`src/rtl/ahb_apb_pkg.sv`:
```
// Shared definitions for the AHB-to-APB bridge: APB engine state encoding,
// ctrl FIFO word layout, htrans codes and the abort data pattern.
package ahb_apb_pkg;

  // APB engine states
  typedef enum logic [2:0] {
    ST_IDLE    = 3'd0,
    ST_LOAD    = 3'd1,
    ST_WAIT_WD = 3'd2,
    ST_WLOAD   = 3'd3,
    ST_WAIT_RS = 3'd4,
    ST_SETUP   = 3'd5,
    ST_ACCESS  = 3'd6
  } apb_state_t;

  // ctrl word: {hwrite, htrans, hburst, hsize, haddr}
  localparam int HWRITE_BIT = 40;
  localparam int HTRANS_MSB = 39;
  localparam int HTRANS_LSB = 38;
  localparam int HBURST_MSB = 37;
  localparam int HBURST_LSB = 35;
  localparam int HSIZE_MSB  = 34;
  localparam int HSIZE_LSB  = 32;
  localparam int HADDR_MSB  = 31;
  localparam int HADDR_LSB  = 0;

  // AHB htrans codes
  localparam logic [1:0] HTRANS_IDLE = 2'b00;
  localparam logic [1:0] HTRANS_BUSY = 2'b01;
  localparam logic [1:0] HTRANS_NSEQ = 2'b10;
  localparam logic [1:0] HTRANS_SEQ  = 2'b11;

  // Read data returned when a transfer is aborted, so the AHB side never stalls
  localparam logic [31:0] APB_ABORT_DATA = 32'hDEAD_BEEF;

  // Only NSEQ/SEQ words carry a real transfer; IDLE/BUSY words are dropped
  function automatic logic htrans_active(input logic [1:0] htrans);
    logic active;
    case (htrans)
      HTRANS_IDLE, HTRANS_BUSY: active = 1'b0;
      HTRANS_NSEQ, HTRANS_SEQ:  active = 1'b1;
      default:                  active = 1'b0;
    endcase
    return active;
  endfunction

endpackage

```
`src/rtl/apb_timeout_cnt.sv`:
```
// ACCESS-phase watchdog for the APB engine: counts ACCESS cycles and flags
// the cycle on which the TIMEOUT_CYCLES-th ACCESS cycle is reached.
module apb_timeout_cnt #(
  parameter int TIMEOUT_CYCLES = 64
) (
  input  logic pclk,
  input  logic reset,
  input  logic i_clear,
  input  logic i_run,
  output logic o_expired
);

  localparam int CW = $clog2(TIMEOUT_CYCLES + 1);

  logic [CW-1:0] r_cnt;

  // Count ACCESS cycles; restart on every SETUP, saturate once expired
  always_ff @(posedge pclk or posedge reset) begin
    if (reset) begin
      r_cnt <= '0;
    end else if (i_clear) begin
      r_cnt <= '0;
    end else if (i_run && !o_expired) begin
      r_cnt <= r_cnt + 1'b1;
    end
  end

  assign o_expired = i_run && (r_cnt == CW'(TIMEOUT_CYCLES - 1));

endmodule

```
`src/rtl/apb_fsm.sv`:
```
// APB-side master engine of the AHB-to-APB bridge. Pops ctrl words (and
// write data) from the AHB-side FIFOs, runs one APB3 SETUP/ACCESS transfer
// per active word, and pushes read data back into the APB data FIFO.
// Optional ACCESS timeout: define APB_TIMEOUT_EN.
//
// FIFO handshakes: every FIFO has registered-read semantics; a pop (ren)
// is only issued while the matching empty flag is low, and the popped word
// is consumed the following cycle. A push (wen) is only issued when the
// read-data FIFO was seen not full and no earlier push is still in flight.
module apb_fsm
  import ahb_apb_pkg::*;
#(
  parameter int DATA_WIDTH     = 32,
  parameter int CTRL_WIDTH     = 41,
  parameter int TIMEOUT_CYCLES = 64
) (
  input  logic                  pclk,
  input  logic                  reset,
  input  logic                  ctrl_empty,
  input  logic [CTRL_WIDTH-1:0] ctrl_rdata,
  output logic                  ctrl_ren,
  input  logic                  ahb_data_empty,
  input  logic [DATA_WIDTH-1:0] ahb_data_rdata,
  output logic                  ahb_data_ren,
  input  logic                  apb_data_full,
  output logic                  apb_data_wen,
  output logic [DATA_WIDTH-1:0] apb_data_wdata,
  output logic                  psel,
  output logic                  penable,
  output logic                  pwrite,
  output logic [31:0]           paddr,
  output logic [DATA_WIDTH-1:0] pwdata,
  input  logic [DATA_WIDTH-1:0] prdata,
  input  logic                  pready,
  input  logic                  pslverr,
  output logic                  apb_err,
  output logic [2:0]            dbg_state
);

  apb_state_t            r_state;
  apb_state_t            w_next;
  logic [31:0]           r_paddr;
  logic                  r_pwrite;
  logic [DATA_WIDTH-1:0] r_pwdata;
  logic [DATA_WIDTH-1:0] r_rdata;
  logic                  r_wen;
  logic                  r_err;
  logic                  w_ctrl_ren;
  logic                  w_data_ren;
  logic                  w_cmd_active;
  logic                  w_cmd_write;
  logic                  w_done;
  logic                  w_abort;
  logic                  w_unused;

  assign w_cmd_active = htrans_active(ctrl_rdata[HTRANS_MSB:HTRANS_LSB]);
  assign w_cmd_write  = ctrl_rdata[HWRITE_BIT];
  assign w_done       = (r_state == ST_ACCESS) && pready;

`ifdef APB_TIMEOUT_EN
  logic w_expired;

  apb_timeout_cnt #(.TIMEOUT_CYCLES(TIMEOUT_CYCLES)) u_timeout (
    .pclk      (pclk),
    .reset     (reset),
    .i_clear   (r_state == ST_SETUP),
    .i_run     (r_state == ST_ACCESS),
    .o_expired (w_expired)
  );

  assign w_abort  = (r_state == ST_ACCESS) && !pready && w_expired;
  assign w_unused = ^{ctrl_rdata[HBURST_MSB:HBURST_LSB], ctrl_rdata[HSIZE_MSB:HSIZE_LSB]};
`else
  assign w_abort  = 1'b0;
  assign w_unused = ^{ctrl_rdata[HBURST_MSB:HBURST_LSB], ctrl_rdata[HSIZE_MSB:HSIZE_LSB],
                      (TIMEOUT_CYCLES != 0)};
`endif

  // State register
  always_ff @(posedge pclk or posedge reset) begin
    if (reset) begin
      r_state <= ST_IDLE;
    end else begin
      r_state <= w_next;
    end
  end

  // Next-state and FIFO pop decode
  always_comb begin
    w_next     = r_state;
    w_ctrl_ren = 1'b0;
    w_data_ren = 1'b0;
    case (r_state)
      ST_IDLE: begin
        if (!ctrl_empty) begin
          w_ctrl_ren = 1'b1;
          w_next     = ST_LOAD;
        end
      end
      ST_LOAD: begin
        if (!w_cmd_active) begin
          w_next = ST_IDLE;
        end else if (w_cmd_write) begin
          if (!ahb_data_empty) begin
            w_data_ren = 1'b1;
            w_next     = ST_WLOAD;
          end else begin
            w_next = ST_WAIT_WD;
          end
        end else if (!apb_data_full && !r_wen) begin
          // A push landing this cycle is not yet reflected in the full flag
          w_next = ST_SETUP;
        end else begin
          w_next = ST_WAIT_RS;
        end
      end
      ST_WAIT_WD: begin
        if (!ahb_data_empty) begin
          w_data_ren = 1'b1;
          w_next     = ST_WLOAD;
        end
      end
      ST_WLOAD: w_next = ST_SETUP;
      ST_WAIT_RS: begin
        if (!apb_data_full && !r_wen) begin
          w_next = ST_SETUP;
        end
      end
      ST_SETUP: w_next = ST_ACCESS;
      ST_ACCESS: begin
        if (w_done) begin
          if (!ctrl_empty) begin
            w_ctrl_ren = 1'b1;
            w_next     = ST_LOAD;
          end else begin
            w_next = ST_IDLE;
          end
        end else if (w_abort) begin
          w_next = ST_IDLE;
        end
      end
      default: w_next = ST_IDLE;
    endcase
  end

  // Command latch, write data, registered read-data push and sticky error
  always_ff @(posedge pclk or posedge reset) begin
    if (reset) begin
      r_paddr  <= '0;
      r_pwrite <= 1'b0;
      r_pwdata <= '0;
      r_rdata  <= '0;
      r_wen    <= 1'b0;
      r_err    <= 1'b0;
    end else begin
      r_wen <= 1'b0;
      if (r_state == ST_LOAD && w_cmd_active) begin
        r_paddr  <= ctrl_rdata[HADDR_MSB:HADDR_LSB];
        r_pwrite <= w_cmd_write;
      end
      if (r_state == ST_WLOAD) begin
        r_pwdata <= ahb_data_rdata;
      end
      if (w_done && !r_pwrite) begin
        r_wen   <= 1'b1;
        r_rdata <= prdata;
      end else if (w_abort && !r_pwrite) begin
        r_wen   <= 1'b1;
        r_rdata <= DATA_WIDTH'(APB_ABORT_DATA);
      end
      if ((w_done && pslverr) || w_abort) begin
        r_err <= 1'b1;
      end
    end
  end

  assign ctrl_ren       = w_ctrl_ren;
  assign ahb_data_ren   = w_data_ren;
  assign psel           = (r_state == ST_SETUP) || (r_state == ST_ACCESS);
  assign penable        = (r_state == ST_ACCESS);
  assign pwrite         = r_pwrite;
  assign paddr          = r_paddr;
  assign pwdata         = r_pwdata;
  assign apb_data_wen   = r_wen;
  assign apb_data_wdata = r_rdata;
  assign apb_err        = r_err;
  assign dbg_state      = r_state;

endmodule

```
`config.mk`:
```
export PLATFORM = sky130hd
export DESIGN_NAME = apb_fsm
export DESIGN_NICKNAME = d
export VERILOG_FILES = /design/src/rtl/ahb_apb_pkg.sv /design/src/rtl/apb_timeout_cnt.sv /design/src/rtl/apb_fsm.sv
export SDC_FILE = /design/constraint.sdc
export NUM_CORES = 1
export LEC_CHECK = 0
export CAP_MARGIN = 20
export CORE_ASPECT_RATIO = 1.75
export CORE_MARGIN = 4
export CORE_UTILIZATION = 39
export DETAILED_ROUTE_END_ITERATION = 8
export GPL_ROUTABILITY_DRIVEN = 0
export GPL_TIMING_DRIVEN = 0
export MAX_ROUTING_LAYER = met4
export PLACE_DENSITY = 0.88
export REMOVE_ABC_BUFFERS = 1
export SLEW_MARGIN = 20
export SYNTH_ARGS = -nofsm -noshare
export SYNTH_HDL_FRONTEND = slang
export SYNTH_SLANG_ARGS = --single-unit
```
`constraint.sdc`:
```
create_clock -name pclk -period 4.5 [get_ports pclk]
set_input_delay 0.9 -clock pclk [delete_from_list [all_inputs] [get_ports pclk]]
set_output_delay 0.9 -clock pclk [all_outputs]
set_load 0.005 [all_outputs]
```
## Word level (Yosys, flattened, before mapping)

Cells that the tools add are included.

| operators by class | value |
|---|---|
| equality and inequality tests | 13 |
| mux-type cells | 19 |
| reduce and logical (&&, ||, !) cells | 14 |

Operators with widths:

| operator | count |
|---|---|
| $pmux 3 s7 | 1 |
| $mux 3 | 6 |
| $eq 3x3->1 const B | 3 |
| $mux 1 | 9 |
| $eq 3x2->1 const B | 2 |
| $ne 2x2->1 const B | 3 |
| $pmux 1 s2 | 3 |
| $logic_and 1x1->1 | 5 |
| $eq 2x2->1 const B | 2 |
| $reduce_and 4->1 | 1 |
| $reduce_or 2->1 | 2 |
| $eq 3x1->1 const B | 1 |
| $logic_not 1->1 | 3 |
| $logic_not 3->1 | 1 |
| $eq 2x1->1 const B | 1 |
| $logic_not 2->1 | 1 |
| $ne 2x1->1 const B | 1 |
| $logic_or 1x1->1 | 1 |

| storage, ports and cells | value |
|---|---|
| bits in registers | 102 |

## Logic depth before layout (Yosys ltp)

Gate-level depths: netlist of the first run.

| logic depth | value |
|---|---|
| depth in word-level cells | 6 |
| depth in mapped cells | 7 |
| depth with buffers taken out | 4 |

## Worst setup path after synthesis of the first run

OpenSTA, ideal clock, no wires.

| path | value |
|---|---|
| kind | input -> output |
| start point | input ctrl_rdata[40] |
| end point | output ahb_data_ren |
| data arrival time | 1263 ps |
| required time | 3600 ps |
| path slack | 2337 ps |
| stages | 3 |
| buffers on the path | 0 |
| cell sequence | nand2_1 -> o21ai_0 -> nor3b_1 |

| on the way | value |
|---|---|
| cells in the longest elaborated chain, start to end | 3 |

Ends and longest elaborated chain:

| what | line | source |
|---|---|---|
| from (decl) | apb_fsm.sv:20 | `input logic [CTRL_WIDTH-1:0] ctrl_rdata,` |
| $mux 1 | apb_fsm.sv:103 | `end else if (w_cmd_write) begin` |
| $mux 1 | apb_fsm.sv:101 | `if (!w_cmd_active) begin` |
| $pmux 1 s2 | apb_fsm.sv:93 | `case (r_state)` |
| to (decl) | apb_fsm.sv:24 | `output logic ahb_data_ren,` |

No other way between the ends.

## Worst setup path in the final report of the first run

Same ends and word-level chain as after synthesis.

==> results of run 1 <==
[power by group through the flow]
| stage | Combinational (mW) | Clock [mW] | Sequential [mW] |
|---|---|---|---|
| 2_1_floorplan | 0.606 | 0 | 1.67 |
| 3_3_place_gp | 1.80 | 0 | 1.62 |
| 3_5_place_dp | 1.87 | 0 | 1.67 |
| 4_1_cts | 1.88 | 0.791 | 1.65 |
| 5_1_grt | 1.98 | 0.825 | 1.71 |
| 6_report | 1.84 | 0.770 | 1.65 |
[area by class of cell]
type	instances	area, um2
clock inverter	5	58.8
tap	125	156
inverter	2	12.5
fill	736	3430
clock buffer	10	239
multi-input combinational	132	1350
sequential	102	2550
timing repair buffer	213	2170
[Yosys cell counts, drive strengths merged]
library cell  number
dfrtp            102
mux2              97
buf               13
a21oi              5
nand2              5
o21ai              4
nor3               3
and2               2
inv                2
nand2b             2
nor2b              2
nor3b              2
a211oi             1
a21boi             1
a21o               1
a31o               1
and3               1
mux2i              1
nand3b             1
nor2               1
o31ai              1
or3                1
[stage by stage]
step | TNS, ns | hold WS, ns
floorplan | 0 | 0.466
global placement | -41.76 | 0.449
detailed placement | 0 | 0.469
CTS | 0 | 0.482
global route | 0 | 0.506
finish | 0 | 0.479
[worst max-delay path by stage]
stage | end | start | slack [ns]
6_report | ahb_data_ren | ctrl_rdata[40] | 1.19
4_1_cts | ahb_data_ren | ctrl_rdata[40] | 1.20
2_1_floorplan | apb_data_wdata[0] | reset | 0.92
3_5_place_dp | ahb_data_ren | ctrl_rdata[40] | 1.22
3_3_place_gp | paddr[28] | reset | -0.41
5_1_grt | ahb_data_ren | ctrl_rdata[40] | 1.14
[flip-flops by register name, indices dropped and copies added, names as in the netlist]
| register | count |
|---|---|
| dbg_state | 3 |
| apb_err | 1 |
| pwdata | 32 |
| apb_data_wdata | 32 |
| pwrite | 1 |
| apb_data_wen | 1 |
| paddr | 32 |
[cell families after synthesis]
group | Yosys count
flops | 102
mux | 98
simple gates | 20
buf+inv | 15
compound gates | 14
[worst max-delay path: cells and delay by family]
kind / cells / cell delay (ns)
AOI/OAI and AO/OA: 1 / 0.12
and+or+nand+nor: 2 / 0.29
buffers and inverters: 2 / 1.10
[per-layer routing]
metal / share of wire, % / track usage (%) / vias up
li1: - / - / 1292
met1: 35 / 19.8 / 1430
met2: 57 / 33.8 / 128
met3: 4.2 / 3.42 / 30
met4: 3.8 / 9.34 / 0
met5: 0 / - / -
==> impl_metrics.csv, run 1 <==
group,metric,value,unit
floorplan,core_area,9970,um2
global_routing,grt_max_degree,57,
global_routing,grt_pass1_vias,3270,
cells_and_area,post-route-util,65.6,%
power_and_ir_drop,pwr-share-seq,38.6,%
floorplan,rows,48,
power_and_ir_drop,pwr-share-comb,43.3,%
critical_path,rrSetupSlack,2.33,ns
sta,finClkSkew,0.00742,ns
min_path,min_to,"apb_err",
detailed_routing,vias,2880,
sta,setup_viol,0,
power_and_ir_drop,leakagePower,2.71,nW
sta,worstMarginPinSlew,0.729,ns
detailed_routing,postRouteAntennaNets,0,
cells_and_area,layout_common_cells,"210 x clkdlybuf4s50_1, 102 x dfrtp_1, 87 x mux2_2, 10 x mux2_4, 9 x clkbuf_16",
floorplan,num_io_pins,218,
clock_tree,clockBufferDepth,2,
min_path,min_from,"apb_err",
critical_path,required,3.60,ns
floorplan,initial_core_util,40.5,%
critical_path,reg2reg_to,"apb_data_wdata[15]",
cells_and_area,area_growth,62.0,%
detailed_routing,drc,0,
yosys,yosys.area_share.xor_xnor,0,%
critical_path,path_cells,"clkdlybuf4s50_1, nand2_1, o21ai_0, nor3b_1, clkdlybuf4s50_1",
cells_and_area,nets,572,
yosys,muxShareOfSynthArea,28.2,%
floorplan,dieArea,12100,um2
detailed_routing,drtIter0Drc,66,
yosys,synth-simple-area-share,3.07,%
cells_and_area,layout.cells.non_filler,589,
floorplan,die_h,143,um
critical_path,crit_path_max_incr_delay,0.56,ns
clock_tree,cts_tree,"done",
yosys,synth-compound-area-share,2.08,%
power_and_ir_drop,total_power,4.26,mW
sta,slew_viol_final,0,
min_path,hold_class,"reg2reg",
critical_path,reg2regPathDepth,4,
detailed_routing,wl_per_cell,18.8,um
yosys,syn_avg_cell_area,16.2,um2
floorplan,die_w,84.9,um
clock_tree,cts-hold-fix-buffers,0,
critical_path,reg2reg_from,"dbg_state[0]",
placed_design,placed_cell_area,6240,um2
power_and_ir_drop,p_sw,1.14,mW
placed_design,dp.cells,574,
sta,fmax,302,MHz
critical_path,worstSetupEndpointType,"primary output",
clock_tree,path_clk_slew,0.06,ns
detailed_routing,dr.pass1.iters,4,
placed_design,dp_hpwl,8.74,mm
yosys,synthesis.area,4040,um2
power_and_ir_drop,ir_drop,0.000384,V
yosys,synth-adder-area-share,0,%
critical_path,path_max_fanout,5,
clock_tree,numCtsBuffers,9,
clock_tree,cts_resized,0,
global_routing,antenna_found_initial,0,
cells_and_area,design_area,6540,um2
clock_tree,h-tree-depth,3,
critical_path,slowest_stage,"clkdlybuf4s50_1",
critical_path,start_kind,"input port",
yosys,syn-instance-count,249,
detailed_routing,viasPerCell,4.89,
power_and_ir_drop,swShare,26.7,%
global_routing,track_usage,19.0,%
clock_tree,cts_sinks,102,
cells_and_area,drive_above_1_share,25.9,%
power_and_ir_drop,power_frac_clock,18.1,%
min_path,min_path_cells,1,
placed_design,place_ws,1.22,ns
yosys,yosys_register_bits,102,
global_routing,grt_pass1_wl,17.2,mm
yosys,synth_top_family_by_area,"multiplexers",
yosys,ys_seq_area_share,63.2,%
power_and_ir_drop,pwr_density_cell,651,nW/um2
power_and_ir_drop,p_int,3.12,mW
job,maxCapViolations,0,
cells_and_area,final_common_cell,"clkdlybuf4s50_1",
sta,period_minus_slack,3.31,ns
global_routing,grt_remaining_overflow,0,
clock_tree,post_cts_buffers,0,
sta,fin_ws,1.19,ns
sta,rsz0062_at_grt,"false",
sta,max-slew-margin-rel,51.3,%
sta,hold_viol_final,0,
yosys,yosysUniqueCellTypes,28,
placed_design,port_buffers,210,
outcome,outcome,"completed",
yosys,yosys_warnings,0,
sta,fin_crit_sh,73.5,%
critical_path,crit_arrival,2.41,ns
yosys,synth_top_cell_by_area,"dfrtp_1",
yosys,synth_top_area_share,63.2,%
critical_path,crit_type,"in2out",
clock_tree,clockRootBuffer,"clkbuf_16",
detailed_routing,routed_wl,11.1,mm
clock_tree,clk_latency,0.33,ns
cells_and_area,n_antenna_cell,0,
critical_path,crit_top_cell,"clkdlybuf4s50_1",
yosys,synth_area_leaders,"dfrtp_1 63%, mux2_2 24%, mux2_4 3.7%, buf_6 2.0%, buf_4 0.74%",
Power figures use the tool's default switching activity.
==> run 2, diff against run 1 <==
Clock period 4.5 ns to 3.2 ns, I/O delays scaled along.
==> results of run 2 <==
The final DEF is identical to that of run 1. Status: completed.
Among the figures that moved: setup slack after placement 1.22 ns -> 0.426 ns; setup slack after layout 1.19 ns -> 0.412 ns; register-to-register setup slack 2.33 ns -> 1.03 ns; total power 4.26 mW -> 5.99 mW; worst IR drop on VDD 0.000384 V -> 0.000539 V
==> run 3, diff against run 2 <==
Settings changed: CORE_ASPECT_RATIO 1.75 to 1.25.
==> run 3 against run 2 <==
  * Flip-flop and latch count unchanged
  * Register-to-register slack better by 0.26 ns
  * Final cell count up 1.0%
  * Critical endpoint unchanged
  * Fmax down 2.1%
  * Global-route usage down 0.54 points
  * Largest cell class unchanged
  * Sequential power about the same
  * Worst setup slack worse by 0.060 ns
  * Die area down 0.45%
  * Routed wire length down 4.4%
  * Total power up 0.73%
  * Critical path type unchanged
==> impl_metrics.csv, run 3 (synthesis gave the netlist of run 1 again) <==
group,metric,value,unit
floorplan,dieArea,12100,um2
outcome,outcome,"completed",
detailed_routing,routed_wl,10.6,mm
clock_tree,cts_tree,"done",
power_and_ir_drop,pwr_density_cell,918,nW/um2
sta,worstMarginPinSlew,0.740,ns
sta,rsz0062_at_grt,"false",
cells_and_area,n_fill_cell,743,
sta,finClkSkew,0.00748,ns
global_routing,antenna_found_initial,0,
sta,period_minus_slack,2.85,ns
sta,fmax,351,MHz
clock_tree,cts-hold-fix-buffers,0,
placed_design,dp_hpwl,8.25,mm
clock_tree,clockBufferDepth,2,
cells_and_area,drive_above_1_share,26.0,%
clock_tree,numCtsBuffers,9,
sta,max-slew-margin-rel,50.5,%
cells_and_area,design_area,6570,um2
clock_tree,h-tree-depth,3,
global_routing,grt_max_degree,54,
global_routing,track_usage,18.4,%
clock_tree,cts_resized,0,
power_and_ir_drop,total_power,6.04,mW
clock_tree,cts_sinks,102,
cells_and_area,regArea,2550,um2
floorplan,die_h,122,um
floorplan,rows,41,
power_and_ir_drop,ir_drop,0.000454,V
detailed_routing,drc,0,
floorplan,initial_core_util,39.9,%
floorplan,die_w,99.0,um
detailed_routing,dr.pass1.iters,4,
cells_and_area,multi_input_area,1350,um2
detailed_routing,drtIter0Drc,67,
critical_path,required,2.56,ns
critical_path,crit_arrival,2.21,ns
cells_and_area,layout_common_cells,"210 x clkdlybuf4s50_1, 102 x dfrtp_1, 87 x mux2_2, 10 x mux2_4, 9 x clkbuf_16",
sta,setup_viol,0,
detailed_routing,viasPerCell,4.76,
critical_path,start_kind,"input port",
placed_design,placed_cell_area,6260,um2
detailed_routing,postRouteAntennaNets,0,
floorplan,core_area,10100,um2
critical_path,path_max_fanout,5,
detailed_routing,vias,2830,
clock_tree,path_clk_slew,0.06,ns
sta,hold_viol_final,0,
global_routing,grt_pass1_wl,16.7,mm
min_path,hold_class,"reg2reg",
job,maxCapViolations,0,
sta,setup-tns-final,0,ns
cells_and_area,area_growth,62.9,%
clock_tree,clockRootBuffer,"clkbuf_16",
power_and_ir_drop,leakagePower,2.73,nW
global_routing,grt_remaining_overflow,0,
placed_design,port_buffers,210,
cells_and_area,n_antenna_cell,0,
sta,slew_viol_final,0,
critical_path,worstSetupEndpointType,"primary output",
detailed_routing,wl_per_cell,17.8,um
clock_tree,clk_latency,0.34,ns
clock_tree,post_cts_buffers,0,
sta,fin_crit_sh,89.0,%
critical_path,crit_type,"in2out",
sta,hold_slack,0.475,ns
cells_and_area,final_common_cell,"clkdlybuf4s50_1",
global_routing,grt_pass1_vias,3221,
cells_and_area,nets,573,
floorplan,num_io_pins,218,
==> run 3: cell types whose count changed in the layout (fill, tap and decap cells not counted) <==
cell	delta
clkinvlp_4	-1
buf_6	+1
clkinv_2	+1
inv_6	-1
clkinv_4	+1
bufinv_16	+1
clkbuf_8	-1
clkbuf_1	+1
==> run 3: power by group <==
part           internal [mW]  switching, mW  total, mW
combinational           1.84          0.746       2.58
sequential              1.93          0.380       2.31
clock                  0.684          0.457       1.14
total                   4.45           1.58       6.04
==> run 3: area by class of cell <==
| type | instances | share of cell area [%] |
|---|---|---|
| sequential | 102 | 38.8 |
| timing repair buffer | 214 | 33.2 |
| multi-input combinational | 132 | 20.5 |
| clock buffer | 10 | 3.48 |
| tap | 129 | 2.46 |
| clock inverter | 6 | 1.31 |
| inverter | 2 | 0.190 |
==> run 3: path summary, 6_finish.rpt <==
kind,slack [ns],startpoint,to,depth (start not counted)
hold / removal,0.47,apb_err,apb_err,1
setup / recovery,0.35,ctrl_rdata[40],ahb_data_ren,5
min in group asynchronous,0.72,reset,pwdata[6],2
max in group asynchronous,1.88,reset,paddr[9],3
setup reg to reg,1.29,dbg_state[1],paddr[24],4
hold reg to reg,0.47,apb_err,apb_err,1
==> run 3: stage by stage <==
| stage | worst slack [ns] | instances | utilization [%] |
|---|---|---|---|
| 4_1_cts | 0.357 | 595 | 65.0 |
| 2_1_floorplan | -0.115 | 236 | - |
| 6_report | 0.352 | 595 | 65.0 |
| 3_5_place_dp | 0.360 | 579 | 61.9 |
| 3_3_place_gp | -1.54 | 575 | 61.1 |
| 5_1_grt | 0.225 | 595 | 65.0 |
==> run 3: worst max-delay path, stage by stage <==
cell,delay [ns]
clkdlybuf4s50_1,0.57
nand2_1,0.07
o21ai_0,0.13
nor3b_1,0.23
clkdlybuf4s50_1,0.56
==> run 3: layer usage <==
layer / track usage, % / vias up / routed length (um)
li1: - / 1297 / -
met2: 32.4 / 123 / 5840
met4: 8.03 / 0 / 241
met3: 3.72 / 19 / 624
met5: - / - / 0
met1: 20.1 / 1391 / 3900
